`src/rtl/display_pkg.sv`:
```
// Shared types and constants for the display scan block: converter states,
// the BCD nibble type and the largest value that fits on N decimal digits.
package display_pkg;

  typedef enum logic {
    IDLE    = 1'b0,
    CONVERT = 1'b1
  } conv_state_t;

  typedef logic [3:0] bcd_t;

  function automatic longint max_decimal(input int n);
    longint p = 1;
    for (int i = 0; i < n; i++) p = p * 10;
    return p - 1;
  endfunction

endpackage

```
`src/rtl/bin2bcd.sv`:
```
// Sequential double-dabble converter: one add-3/shift iteration per cycle,
// VALUE_W cycles per conversion, with a done strobe on the final iteration.
module bin2bcd
  import display_pkg::*;
#(
  parameter int DIGITS  = 4,
  parameter int VALUE_W = 14
) (
  input  logic                  clock,
  input  logic                  reset,
  input  logic [VALUE_W-1:0]    value,
  input  logic                  load,
  output logic                  busy,
  output logic                  done,
  output logic [4*DIGITS-1:0]   bcd,
  output logic                  ovf
);

  localparam int ITER_W = $clog2(VALUE_W + 1);
  localparam logic [ITER_W-1:0] ITER_LAST = ITER_W'(VALUE_W - 1);
  localparam longint MAX_VALUE = max_decimal(DIGITS);

  conv_state_t state, state_next;
  logic [VALUE_W-1:0] shift_reg;
  logic [VALUE_W-1:0] bin_step;
  logic [4*DIGITS-1:0] bcd_acc;
  logic [4*DIGITS-1:0] bcd_adj;
  logic [4*DIGITS-1:0] bcd_step;
  logic [ITER_W-1:0] iter;
  logic ovf_cand;
  logic last_iter;

  assign last_iter = (iter == ITER_LAST);

  always_ff @(posedge clock) begin
    if (reset) state <= IDLE;
    else       state <= state_next;
  end

  // load is deliberately not looked at while converting, including the last cycle
  always_comb begin
    state_next = state;
    case (state)
      IDLE:    if (load) state_next = CONVERT;
      CONVERT: if (last_iter) state_next = IDLE;
      default: state_next = IDLE;
    endcase
  end

  always_comb begin
    busy = (state == CONVERT);
    done = (state == CONVERT) && last_iter;
  end

  always_comb begin
    bcd_adj = bcd_acc;
    for (int i = 0; i < DIGITS; i++) begin
      if (bcd_acc[4*i +: 4] >= 4'd5) bcd_adj[4*i +: 4] = bcd_acc[4*i +: 4] + 4'd3;
    end
    bcd_step = {bcd_adj[4*DIGITS-2:0], shift_reg[VALUE_W-1]};
    bin_step = {shift_reg[VALUE_W-2:0], 1'b0};
  end

  // A carry out of the top digit is simply dropped; ovf_cand flags that case
  always_ff @(posedge clock) begin
    if (reset) begin
      shift_reg <= '0;
      bcd_acc   <= '0;
      iter      <= '0;
      ovf_cand  <= 1'b0;
    end else if (state == IDLE && load) begin
      shift_reg <= value;
      bcd_acc   <= '0;
      iter      <= '0;
      ovf_cand  <= (longint'(value) > MAX_VALUE);
    end else if (state == CONVERT) begin
      shift_reg <= bin_step;
      bcd_acc   <= bcd_step;
      iter      <= iter + 1'b1;
    end
  end

  assign bcd = bcd_step;
  assign ovf = ovf_cand;

endmodule

```
`src/rtl/display_scan.sv`:
```
// Drives the shared 7-segment BCD decoder: converts the loaded value to BCD
// and time-multiplexes digits with leading-zero and overflow blanking.
module display_scan
  import display_pkg::*;
#(
  parameter int DIGITS      = 4,
  parameter int VALUE_W     = 14,
  parameter int REFRESH_DIV = 50000
) (
  input  logic               clock,
  input  logic               reset,
  input  logic [VALUE_W-1:0] value,
  input  logic               load,
  output logic               busy,
  output logic               overflow,
  output logic [3:0]         data,
  output logic [DIGITS-1:0]  digit_en
);

  localparam int CNT_W = (REFRESH_DIV > 1) ? $clog2(REFRESH_DIV) : 1;
  localparam int IDX_W = (DIGITS > 1) ? $clog2(DIGITS) : 1;
  localparam logic [CNT_W-1:0]  CNT_LAST  = CNT_W'(REFRESH_DIV - 1);
  localparam logic [IDX_W-1:0]  IDX_LAST  = IDX_W'(DIGITS - 1);
  localparam logic [DIGITS-1:0] EN_DIGIT0 = ~DIGITS'(1);

  logic                conv_done;
  logic                conv_ovf;
  logic [4*DIGITS-1:0] conv_bcd;
  logic [4*DIGITS-1:0] display_reg;
  logic [CNT_W-1:0]    refresh_cnt;
  logic [IDX_W-1:0]    scan_idx;
  logic [DIGITS-1:0]   blank;
  bcd_t                sel_digit;
  logic                sel_blank;
  logic [DIGITS-1:0]   sel_en;

  bin2bcd #(
    .DIGITS  (DIGITS),
    .VALUE_W (VALUE_W)
  ) u_conv (
    .clock (clock),
    .reset (reset),
    .value (value),
    .load  (load),
    .busy  (busy),
    .done  (conv_done),
    .bcd   (conv_bcd),
    .ovf   (conv_ovf)
  );

  // Digits and overflow change together so the display never shows a mix
  always_ff @(posedge clock) begin
    if (reset) begin
      display_reg <= '0;
      overflow    <= 1'b0;
    end else if (conv_done) begin
      display_reg <= conv_bcd;
      overflow    <= conv_ovf;
    end
  end

  always_ff @(posedge clock) begin
    if (reset) begin
      refresh_cnt <= '0;
      scan_idx    <= '0;
    end else if (refresh_cnt == CNT_LAST) begin
      refresh_cnt <= '0;
      scan_idx    <= (scan_idx == IDX_LAST) ? '0 : scan_idx + 1'b1;
    end else begin
      refresh_cnt <= refresh_cnt + 1'b1;
    end
  end

  always_comb begin
    logic zero_run;
    zero_run = 1'b1;
    for (int i = DIGITS - 1; i >= 0; i--) begin
      zero_run = zero_run && (display_reg[4*i +: 4] == 4'd0);
      blank[i] = zero_run || overflow;
    end
    blank[0] = overflow;
  end

  always_comb begin
    sel_digit = '0;
    sel_blank = 1'b1;
    sel_en    = '1;
    for (int i = 0; i < DIGITS; i++) begin
      if (scan_idx == IDX_W'(i)) begin
        sel_digit = display_reg[4*i +: 4];
        sel_blank = blank[i];
        sel_en    = '1;
        sel_en[i] = 1'b0;
      end
    end
  end

  always_ff @(posedge clock) begin
    if (reset) begin
      data     <= '0;
      digit_en <= EN_DIGIT0;
    end else if (sel_blank) begin
      data     <= '0;
      digit_en <= '1;
    end else begin
      data     <= sel_digit;
      digit_en <= sel_en;
    end
  end

endmodule

```
`config.mk`:
```
export PLATFORM = sky130hd
export DESIGN_NAME = display_scan
export DESIGN_NICKNAME = d
export VERILOG_FILES = /design/src/rtl/display_pkg.sv /design/src/rtl/bin2bcd.sv /design/src/rtl/display_scan.sv
export SDC_FILE = /design/constraint.sdc
export NUM_CORES = 1
export LEC_CHECK = 0
export ABC_AREA = 1
export BUFFER_PORTS_ARGS = -buffer_cell sky130_fd_sc_hd__buf_2
export CAP_MARGIN = 15
export CORE_UTILIZATION = 31
export CTS_CLUSTER_SIZE = 25
export DETAILED_ROUTE_END_ITERATION = 6
export GPL_TIMING_DRIVEN = 0
export SETUP_SLACK_MARGIN = 0.05
export SYNTH_ARGS = -nofsm -noshare
export SYNTH_HDL_FRONTEND = slang
export SYNTH_SLANG_ARGS = --single-unit
```
`constraint.sdc`:
```
create_clock -name clock -period 1.7 [get_ports clock]
set_input_delay 0.255 -clock clock [delete_from_list [all_inputs] [get_ports clock]]
set_output_delay 0.255 -clock clock [all_outputs]
set_load 0.1 [all_outputs]
```
After elaboration in Yosys (flattened, before gate mapping)
Index checks and enable logic that the tools add are counted.
{"block": "totals", "out_inout_bits": 10, "word_cells": 72, "reg_bits": 79}
{"block": "op_classes", "mux": 23, "n_eq_ne": 5, "reduce_logical": 17, "n_bitwise": 1, "order_cmp": 5, "n_addsub": 7}
{"operator": "two-way mux 4 bit", "n": 10}
{"operator": "two-way mux 14 bit", "n": 2}
{"operator": "adder 16 x 1 -> 16 bit (second input constant)", "n": 1}
{"operator": "== test 16 bit (second input constant)", "n": 1}
{"operator": "greater-or-equal comparator 4 x 3 -> 1 bit (second input constant)", "n": 4}
{"operator": "> comparator 14 bit (second input constant)", "n": 1}
{"operator": "adder 4 x 2 -> 4 bit (second input constant)", "n": 3}
{"operator": "logical NOT 4 bit", "n": 3}
{"operator": "two-way mux 1 bit", "n": 8}
{"operator": "OR reduction 2 bit", "n": 3}
{"operator": "adder 4 x 1 -> 4 bit (second input constant)", "n": 1}
{"operator": "== test 2 bit (second input constant)", "n": 2}
{"operator": "== test 4 bit (second input constant)", "n": 1}
{"operator": "logical AND 1 bit", "n": 4}
{"operator": "OR reduction 4 bit", "n": 1}
{"operator": "adder 3 x 2 -> 3 bit (second input constant)", "n": 1}
{"operator": "logical OR 1 bit", "n": 3}
{"operator": "two-way mux 3 bit", "n": 1}
{"operator": "OR reduction 3 bit", "n": 1}
{"operator": "adder 2 x 1 -> 2 bit (second input constant)", "n": 1}
{"operator": "== test 2 x 1 -> 1 bit (second input constant)", "n": 1}
{"operator": "logical NOT 2 bit", "n": 1}
{"operator": "two-way mux 2 bit", "n": 1}
{"operator": "case mux 1 bit (2 select lines)", "n": 1}
{"operator": "other kinds (2)", "n": 2}

Depth between registers and ports, before layout
{"block": "depth", "depth_word": 8, "depth_mapped": 11, "depth_no_buf": 11}

Hierarchy
A second synthesis with hierarchy kept.
{"block": "unflattened", "cells_unflattened": 593, "hier_area_um2": 3982.6}
{"mod": "bin2bcd", "instances": 1, "cells_per_inst": 317, "area_each_um2": 2024.4}
{"mod": "display_scan", "instances": 1, "cells_per_inst": 276, "area_each_um2": 1958.1}

Worst setup path before layout
Ideal clock, no wire load.
{"block": "synth_timing", "kind": "flip-flop to flip-flop", "startpoint": "register u_conv.state (netlist: u_conv.busy)", "endpoint": "register u_conv.bcd_acc[12]", "path_buffers": 2, "setup_time_ps": 56, "setup_slack_ps": -191, "t_arrival_ps": 1835, "required_ps": 1644, "period_less_slack_ps": 1891, "path_stages_with_launch": 11, "cell_sequence": "dfxtp_1 -> buf_6 -> inv_4 -> nand2_4 -> inv_4 -> nor2_8 -> inv_4 -> buf_6 -> a21oi_2 -> o21ai_1 -> inv_1"}
{"block": "synth_between", "elab_chain_len": 3}
{"element": "from (decl)", "line_no": "bin2bcd.sv:23", "source": "conv_state_t state, state_next;"}
{"element": "from (signal assigned)", "line_no": "bin2bcd.sv:37", "source": "else state <= state_next;"}
{"element": "NOT 1 bit", "line_no": "bin2bcd.sv:71", "source": "end else if (state == IDLE && load) begin"}
{"element": "logical AND 1 bit", "line_no": "bin2bcd.sv:71"}
{"element": "OR reduction 2 bit (no source line)"}
{"element": "to (signal assigned)", "line_no": "bin2bcd.sv:78", "source": "bcd_acc <= bcd_step;"}
{"element": "to (decl)", "line_no": "bin2bcd.sv:26", "source": "logic [4*DIGITS-1:0] bcd_acc;"}
Several ways; a longest one is shown, not always the timed one.
A chain may end at the register's enable or synchronous reset.

Worst setup path in the final report
{"block": "layout_timing", "startpoint": "register scan_idx[1]", "endpoint": "register digit_en[2]"}
{"block": "layout_between", "elab_chain_len": 6}
{"element": "from (decl)", "line_no": "display_scan.sv:31", "source": "logic [IDX_W-1:0] scan_idx;"}
{"element": "from (signal assigned)", "line_no": "display_scan.sv:68", "source": "scan_idx <= (scan_idx == IDX_LAST) ? '0 : scan_idx + 1'b1;"}
{"element": "logical NOT 2 bit", "line_no": "display_scan.sv:89", "source": "if (scan_idx == IDX_W'(i)) begin"}
{"element": "two-way mux 1 bit (4 in series)", "line_no": "display_scan.sv:89"}
{"element": "OR reduction 3 bit (no source line)"}
{"element": "to (signal assigned)", "line_no": "display_scan.sv:107", "source": "digit_en <= sel_en;"}
{"element": "to (decl)", "line_no": "display_scan.sv:17", "source": "output logic [DIGITS-1:0] digit_en"}
Several ways; a longest one is shown, not always the timed one.

==> out/qor.yml <==
sta:
  hold_violations: 0
  post-route-min-period_ns: 1.50
  tightest_slew_ns: 0.495
  rsz0062_at_grt: "no"
  fmax_mhz: 667
  clock_skew_ns: 0.00948
  setup_viol: 0
  relSlewSlack: 0.672
  layout_worst_path_cycle_share: 0.881
  tns_ns: 0
  report.final.slew_viol_count: 0
  hold_ws_ns: 0.186
placed_design:
  placed_area_um2: 4130
  routabilityCongestion: 0.824
  dp_hpwl_mm: 6.20
  io_buffers: 26
critical_path:
  slowest_delay_ns: 0.36
  cp.required_ns: 1.89
  startpoint_type: "flop"
  critPathKind: "reg -> reg"
  cp.arrival_ns: 1.69
  cp-end-kind: "flop"
  cp_slowest_cell: "dfxtp_2"
  crit_chain: "inv_1, ha_1, inv_2, nand3_1, nand2_1, inv_1, nand2_1, nor2_1, nor2_2, nand4_1"
  worstPathMaxFanout: 7
synthesis:
  synth_xor_xnor_area_share: 0.0184
  synth_edf_count: 0
  netlist_area_um2: 3810
  syn-instance-count: 526
  syn_nets: 558
  synth_cell_type_count: 37
  synth-seq-cells: 79
  ys_seq_area_frac: 0.415
  syn_area_per_cell_um2: 7.25
  synth_top_cell_by_area: "dfxtp_1"
  synth_area_leaders: "dfxtp_1 41%, nand2_1 11%, inv_1 8.6%"
  ys_async_sr_fraction: 0
  yosysWarnings: 0
  synth-simple-area-share: 0.249
  synth_top_family_by_area: "simple AND/OR/NAND/NOR gates"
  synth.area.mux_share: 0
  synth_compound_area_frac: 0.153
  synth-main-ff-cell: "dfxtp_1"
  synthAdderAreaFrac: 0.0492
  synth_top_area_frac: 0.415
cells_and_area:
  area_delta_synth_final_pct: 18.3
  filler_cell_count: 1222
  final_area_um2: 4510
  fin_nets: 598
  final_util: 0.376
  layout-drive-gt1-share: 0.152
  diodes: 0
clock_tree:
  numCtsBuffers: 9
  clk_pin_slew_ns: 0.06
  cts.path.max_buffers: 2
  hold_buffers: 0
  htree_levels: 3
  clock_latency_ns: 0.34
  cts_tree: "built"
  root_buffer: "clkbuf_16"
  cts.sinks: 79
power_and_ir_drop:
  power.density_nw_per_um2: 974
  vdd_drop_max_v: 0.000458
  p_leak_uw: 0.00204
die:
  core_um2: 12000
  die_w_um: 113
  start_util: 0.318
  dieHeight_um: 113
  die_area_um2: 12700
  io_pins: 27
  rows: 40
route:
  drt_iter0_markers: 189
  drc: 0
  wire_per_inst_um: 11.5
  viasPerCell: 4.72
  ant_nets: 0
  vias: 3391
  routed_wl_mm: 8.26
  dr.pass1.iters: 4
flow_run:
  cap_violations: 0
grt:
  track_usage: 0.136
  grt_pass1_wl_mm: 13.9
  first_global_vias: 3196
  grt_max_degree: 15
  antenna_found_initial: 0
  overflow: 0
run_status:
  outcome: "complete, no violations"
worst_hold_path:
  hold_class: "in -> reg"
report_power, final:
part / internal [µW] / switching (µW)
Sequential: 1900 / 31.6
Clock: 1330 / 784
Combinational: 121 / 222
Total: 3360 / 1040
path summary, 6_finish.rpt:
kind | cells after the start | startpoint | to | slack, ns
setup / recovery | 10 | scan_idx[1] | digit_en[2] | 0.20
setup reg to reg | 10 | scan_idx[1] | digit_en[2] | 0.20
hold reg to reg | 1 | refresh_cnt[0] | refresh_cnt[0] | 0.45
hold / removal | 3 | value[0] | u_conv.shift_reg[0] | 0.19
cells by family (layout without fill, tap and decap cells):
| kind of cell | Yosys count | after routing |
|---|---|---|
| and+or+nand+nor | 214 | 214 |
| buffers and inverters | 106 | 151 |
| AOI/OAI and AO/OA | 104 | 104 |
| DFF | 79 | 79 |
| adders and majority gates | 15 | 15 |
| xor gates and xnor gates | 8 | 8 |
synth_stat cells, drive strengths merged, types with 3 or more instances:
cell	instances
nor2	49
o21a	4
o211ai	4
xor2	6
o221ai	3
clkbuf	3
o21ai	53
buf	11
dfxtp	79
nor3	4
o22ai	8
ha	15
nand2	111
nand4	9
a21oi	31
inv	91
nand3	31
or2	6
final cells by class:
type	instances	area [µm²]	area share
tap	147	184	0.0408
clock inverter	6	92.6	0.0205
multi-input combinational	341	1810	0.402
buffer	14	90.1	0.0200
clock buffer	10	239	0.0530
sequential	79	1590	0.351
timing repair buffer	29	153	0.0338
inverter	92	354	0.0785
stage by stage:
stage | setup slack (ns) | total power (µW) | instances
after global placement | 0.0000340 | 2310 | 699
final | 0.202 | 4400 | 718
after floorplan | 0.135 | 2220 | 526
after global routing | 0.0629 | 4570 | 718
after detailed placement | -0.0494 | 2320 | 699
after CTS | 0.0852 | 4450 | 715
layer usage:
layer / vias to the layer above / global-route usage / wire [µm]
met1: 1545 / 0.167 / 3890
li1: 1759 / - / -
met3: 14 / 0.0343 / 326
met5: - / 0 / 0
met2: 73 / 0.229 / 3900
met4: 0 / 0.0544 / 139
layout by cell type, fill, tap and decap left out, types with 6 or more instances in the layout:
master	count
xor2_1	6
a21oi_1	26
nand2_1	107
nand4_1	8
ha_1	14
nand3_1	30
nor2_1	42
nor2_2	6
o22ai_1	8
inv_1	86
o21ai_1	7
o21ai_0	46
dfxtp_1	76
buf_2	32
clkbuf_16	9
critical path, delay by kind of cell (launching register included):
kind	cells	cell delay, ns
DFF	1	0.36
buffers and inverters	3	0.22
and+or+nand+nor	6	0.58
adders and majority gates	1	0.20
what timing repair did:
item / in CTS / in global routing
gates resized for setup: 2 / 11
setup buffers: 0 / 3
endpoints found under the setup margin: 7 / 25
pin swaps: 0 / 2
No activity file was read; power rests on OpenSTA's default activity.
